$ cat config.mk
export PLATFORM = sky130hd
export DESIGN_NAME = pipe_skid_register
export DESIGN_NICKNAME = d
export VERILOG_FILES = /design/src/rtl/pipe_pkg.sv /design/src/rtl/pipe_data_reg.sv /design/src/rtl/pipe_skid_register.sv
export SDC_FILE = /design/constraint.sdc
export NUM_CORES = 1
export LEC_CHECK = 0
export CAP_MARGIN = 10
export CORE_MARGIN = 8
export CORE_UTILIZATION = 49
export CTS_CLUSTER_SIZE = 28
export DETAILED_ROUTE_END_ITERATION = 8
export HOLD_SLACK_MARGIN = 0.05
export PLACE_DENSITY_LB_ADDON = 0.12
export SETUP_SLACK_MARGIN = 0.05
export SLEW_MARGIN = 20
export SYNTH_ARGS = -nofsm -noshare
export SYNTH_HDL_FRONTEND = slang
export SYNTH_HIERARCHICAL = 1
export SYNTH_SLANG_ARGS = --single-unit
$ cat constraint.sdc
create_clock -name clk -period 3.8 [get_ports clk]
set_clock_uncertainty 0.15 [all_clocks]
set_input_delay 0.95 -clock clk [delete_from_list [all_inputs] [get_ports clk]]
set_output_delay 0.95 -clock clk [all_outputs]
set_load 0.1 [all_outputs]
$ cat src/rtl/pipe_pkg.sv
// Shared definitions for the elastic pipeline stage registers: state encoding and bubble value.
// Each state's encoding doubles as the held-entry count.
package pipe_pkg;

    localparam logic [1:0] ST_EMPTY = 2'd0;
    localparam logic [1:0] ST_FULL  = 2'd1;
    localparam logic [1:0] ST_SKID  = 2'd2;

    localparam logic [31:0] NOP_INSTR = 32'h0000_0013;

    typedef enum logic [1:0] {
        S_EMPTY = ST_EMPTY,
        S_FULL  = ST_FULL,
        S_SKID  = ST_SKID
    } pipe_state_t;

endpackage

$ cat src/rtl/pipe_data_reg.sv
// Payload register with load and load-default controls; load-default wins over load.
// One-cycle update, no handshake of its own: the owning stage decides when it loads.
module pipe_data_reg #(
    parameter int DATA_WIDTH = 32
) (
    input  logic                  clk,
    input  logic                  i_load,
    input  logic                  i_load_default,
    input  logic [DATA_WIDTH-1:0] i_data,
    input  logic [DATA_WIDTH-1:0] i_default,
    output logic [DATA_WIDTH-1:0] o_data
);

    logic [DATA_WIDTH-1:0] r_data;

    always_ff @(posedge clk) begin
        if (i_load_default) begin
            r_data <= i_default;
        end else if (i_load) begin
            r_data <= i_data;
        end
    end

    assign o_data = r_data;

endmodule

$ cat src/rtl/pipe_skid_register.sv
// Valid/ready pipeline stage register with an optional skid entry that makes in_ready a flop.
// One cycle enqueue-to-out_valid, one transfer per cycle; empty and flushed slots read default_data.
module pipe_skid_register
    import pipe_pkg::*;
#(
    parameter int DATA_WIDTH = 32,
    parameter int REG_READY  = 1
) (
    input  logic                  clk,
    input  logic                  reset,
    input  logic                  flush,
    input  logic [DATA_WIDTH-1:0] default_data,
    input  logic                  in_valid,
    input  logic [DATA_WIDTH-1:0] in_data,
    output logic                  in_ready,
    output logic                  out_valid,
    output logic [DATA_WIDTH-1:0] out_data,
    input  logic                  out_ready,
    output logic [1:0]            count
);

    pipe_state_t           r_state;
    pipe_state_t           w_state_nxt;
    logic                  w_enq;
    logic                  w_deq;
    logic                  w_main_ld;
    logic                  w_main_ld_def;
    logic [DATA_WIDTH-1:0] w_main_d;
    logic                  w_skid_ld;
    logic                  w_skid_ld_def;
    logic [DATA_WIDTH-1:0] w_skid_q;

    assign w_enq     = in_valid && in_ready;
    assign w_deq     = out_valid && out_ready;
    assign out_valid = (r_state != S_EMPTY);
    assign count     = r_state;

    always_ff @(posedge clk) begin
        r_state <= w_state_nxt;
    end

    always_comb begin
        w_state_nxt   = r_state;
        w_main_ld     = 1'b0;
        w_main_ld_def = 1'b0;
        w_main_d      = in_data;
        w_skid_ld     = 1'b0;
        w_skid_ld_def = 1'b0;
        if (reset || flush) begin
            w_state_nxt   = S_EMPTY;
            w_main_ld_def = 1'b1;
            w_skid_ld_def = 1'b1;
        end else begin
            case (r_state)
                S_EMPTY: begin
                    if (w_enq) begin
                        w_main_ld   = 1'b1;
                        w_state_nxt = S_FULL;
                    end
                end
                S_FULL: begin
                    if (w_enq && w_deq) begin
                        w_main_ld = 1'b1;
                    end else if (w_enq && (REG_READY != 0)) begin
                        w_skid_ld   = 1'b1;
                        w_state_nxt = S_SKID;
                    end else if (w_deq) begin
                        w_main_ld_def = 1'b1;
                        w_state_nxt   = S_EMPTY;
                    end
                end
                S_SKID: begin
                    if (w_deq) begin
                        w_main_ld     = 1'b1;
                        w_main_d      = w_skid_q;
                        w_skid_ld_def = 1'b1;
                        w_state_nxt   = S_FULL;
                    end
                end
                default: begin
                    w_state_nxt   = S_EMPTY;
                    w_main_ld_def = 1'b1;
                end
            endcase
        end
    end

    pipe_data_reg #(.DATA_WIDTH(DATA_WIDTH)) u_main (
        .clk           (clk),
        .i_load        (w_main_ld),
        .i_load_default(w_main_ld_def),
        .i_data        (w_main_d),
        .i_default     (default_data),
        .o_data        (out_data)
    );

    generate
        if (REG_READY != 0) begin : g_skid
            logic r_in_ready;

            pipe_data_reg #(.DATA_WIDTH(DATA_WIDTH)) u_skid (
                .clk           (clk),
                .i_load        (w_skid_ld),
                .i_load_default(w_skid_ld_def),
                .i_data        (in_data),
                .i_default     (default_data),
                .o_data        (w_skid_q)
            );

            // Ready is precomputed from next state so upstream never sees a combinational stall path.
            always_ff @(posedge clk) begin
                r_in_ready <= (w_state_nxt != S_SKID);
            end

            assign in_ready = r_in_ready;
        end else begin : g_noskid
            assign w_skid_q = default_data;
            assign in_ready = !out_valid || out_ready;
        end
    endgenerate

endmodule
==> impl_metrics.py <==
metrics = {
    "critical_path": {
        "slowest_stage": "clkdlybuf4s50_1",
        "worst-setup-path-type": "input pin to flop",
        "crit_path_start": "flush",
        "r2r_start": "count[1]$_DFF_P_",
        "cp.depth": 6,
        "cp_common_cell": "mux2_2",
        "required_ps": 3730,
        "critPathMaxFanout": 26,
        "start_kind": "input pin",
        "cp-end-kind": "flop",
        "r2r_cells": 5,
        "timing.rr.end": "u_main/o_data[31]$_DFFE_PP_",
        "endpoint": "u_main/o_data[31]$_DFFE_PP_",
        "crit_chain": "clkdlybuf4s50_1, or2_1, nor2_8, buf_12, mux2_2, mux2_2",
        "path_buf_inv": 2,
        "max_stage_delay_ps": 420,
        "arrival_ps": 2870,
        "regToRegSetupSlack_ps": 1640,
        "crit_family": "buffers and inverters",
    },
    "final_layout": {
        "fillCellCount": 552,
        "diodes": 0,
        "utilization_pct": 65.3,
        "register_area_mm2": 0.00198,
        "layout_commonest_cell": "mux2_4",
        "syn_to_final_growth_pct": 31.2,
        "final_nets": 382,
        "multi_input_area_mm2": 0.00160,
        "layout_common_cells": "mux2_4 (88), clkdlybuf4s50_1 (87), edfxtp_1 (64)",
        "drive_above_1_share_pct": 44.5,
    },
    "global_routing": {
        "grt_pass1_vias": 2491,
        "grt_use_total_pct": 14.9,
        "busiest_layer": "met2",
        "overflow": 0,
        "grt_pass1_wl_mm": 12.9,
        "grt_max_degree": 27,
        "met1_usage_pct": 17.9,
        "antenna_found_initial": 0,
        "gr-usage-met3_pct": 4.77,
        "grt_util_met2_pct": 25.2,
    },
    "clock_tree": {
        "clkLatencyLatePin_ps": 330,
        "cts_tree": "done",
        "clk_path_buf_depth": 2,
        "postCtsHoldBufs": 0,
        "post_cts_buffers": 0,
        "cts_sinks": 67,
        "cts_made_buffers": 9,
        "cts_resized": 0,
        "clk_pin_slew_worst_paths_ps": 70,
        "root_buffer": "clkbuf_8",
        "cts_max_level": 3,
    },
    "floorplan": {
        "std_cell_rows": 32,
        "core_mm2": 0.00761,
        "ios": 105,
        "dieWidth_um": 104,
        "fp.dieArea_mm2": 0.0108,
        "initial_utilization_pct": 49.8,
        "die_y_um": 104,
    },
    "worst_hold_path": {
        "hold_class": "flop to flop",
        "min_path_cells": 2,
    },
    "drt": {
        "wirelength_mm": 7.96,
        "drt_iter0_drc": 78,
        "antenna_left": 0,
        "firstDrtPassIters": 4,
        "wl_per_cell_um": 19.0,
        "drc": 0,
        "vias": 2118,
        "routed_via_density": 5.05,
    },
    "timing": {
        "post-route-period-util_pct": 77.5,
        "setup-tns-final_ps": 0,
        "slew_headroom_pct": 34.4,
        "setup_violations": 0,
        "fmax_ghz": 0.339,
        "tightestPinTransition_ps": 981,
        "hold_violations": 0,
        "rsz0062_at_grt": "no",
        "fin_crit_ps": 2950,
        "maxSlewViolCount": 0,
    },
    "yosys": {
        "synth_compound_area_share_pct": 1.22,
        "synthCells": 201,
        "ys_seq_area_share_pct": 52.3,
        "ys_ff_latch": 67,
        "avgSynthCellArea_um2": 18.8,
        "synth_top_family_by_area": "multiplexers",
        "synth_xor_area_share_pct": 0,
        "synthMuxAreaShare_pct": 37.5,
        "yosys.area_share.adder_pct": 0,
        "synth_warnings": 6,
        "syn_area_mm2": 0.00379,
        "synth.net_count": 270,
        "synth_simple_gate_area_share_pct": 3.04,
        "ys_types": 25,
    },
    "placed_design": {
        "hpwl_mm": 5.75,
        "place.port_buffers": 104,
        "place_congestion": 0.752,
    },
    "power_and_ir_drop": {
        "cellPowerDensity_mw_per_mm2": 411,
        "peakVddDrop_mv": 0.208,
        "leakage_nw": 2.09,
    },
    "run_status": {
        "status": "completed",
    },
    "run": {
        "maxCapViolations": 0,
    },
}
==> worst reg2reg max path: stages, from the launching register on <==
cell and delay, ps:
dfxtp_1 480, nand3b_4 170, nor2_8 220, buf_12 260
mux2_2 370, mux2_2 250
==> flip-flops by register name, indices dropped and copies added (netlist names) <==
| signal | flops |
|---|---|
| g_skid.u_skid/o_data | 32 |
| u_main/o_data | 32 |
| count | 2 |
| in_ready | 1 |
==> cell type report <==
class | instances | share of cell area, %
flip-flops and latches | 67 | 39.9
multi-input cells | 120 | 32.1
repair buffers | 114 | 21.9
clock buffers | 11 | 2.64
well taps | 102 | 2.57
clock inverters | 4 | 0.856
inverters | 1 | 0.0755
==> how the worst min path moves through the flow <==
stage	startpoint	to	slack [ps]
final	count[0]$_DFF_P_	count[1]$_DFF_P_	510
after global routing	count[0]$_DFF_P_	count[1]$_DFF_P_	510
after CTS	count[0]$_DFF_P_	count[1]$_DFF_P_	500
after detailed placement	count[0]$_DFF_P_	count[1]$_DFF_P_	480
after global placement	count[0]$_DFF_P_	count[1]$_DFF_P_	440
after floorplan	g_skid.u_skid/o_data[30]$_DFFE_PP_	u_main/o_data[30]$_DFFE_PP_	500
==> cell families after synthesis <==
kind of cell           count (synthesis)
flip-flops                            67
AO/OA/AOI/OAI                          7
buffers and inverters                 14
AND/OR/NAND/NOR                       16
multiplexers                          97
==> per-stage QoR <==
stage	hold WS [ps]	power [mW]	std cells	area [um2]	setup slack, ps
2_1_floorplan	497	1.34	201	3790	753
3_3_place_gp	436	1.50	404	4800	535
3_5_place_dp	483	1.50	404	4800	502
4_1_cts	501	2.06	419	4970	858
5_1_grt	513	2.11	419	4970	786
6_report	509	2.04	419	4970	853
==> synthesized netlist by cell type <==
cell type / count / area share, %
mux2_4: 88 / 35
edfxtp_1: 64 / 51
buf_12: 9 / 4.8
mux2_2: 8 / 2.4
nand2_1: 5 / 0.50
buf_6: 3 / 0.89
dfxtp_1: 3 / 1.6
or2_1: 3 / 0.50
a21oi_1: 2 / 0.26
a211o_2: 1 / 0.26
a211oi_1: 1 / 0.20
and3b_1: 1 / 0.23
clkbuf_2: 1 / 0.13
inv_1: 1 / 0.099
mux2i_1: 1 / 0.26
nand3b_4: 1 / 0.53
nor2_1: 1 / 0.099
nor2_8: 1 / 0.53
nor2b_1: 1 / 0.17
nor3_1: 1 / 0.13
o21a_1: 1 / 0.20
o21ai_0: 1 / 0.13
o22ai_1: 1 / 0.17
or2_2: 1 / 0.17
or3_2: 1 / 0.20
==> power breakdown <==
part	internal, mW	switching (mW)	total, mW
registers	0.887	0.0212	0.908
logic	0.224	0.354	0.578
clock network	0.295	0.260	0.554
total	1.41	0.635	2.04
==> metal layers <==
metal,vias to the layer above,part of all wire (%)
li1,995,-
met1,1040,44
met2,77,50
met3,6,5.7
met4,0,0.50
met5,-,0
Note: power is estimated with default switching activity, not from simulation.
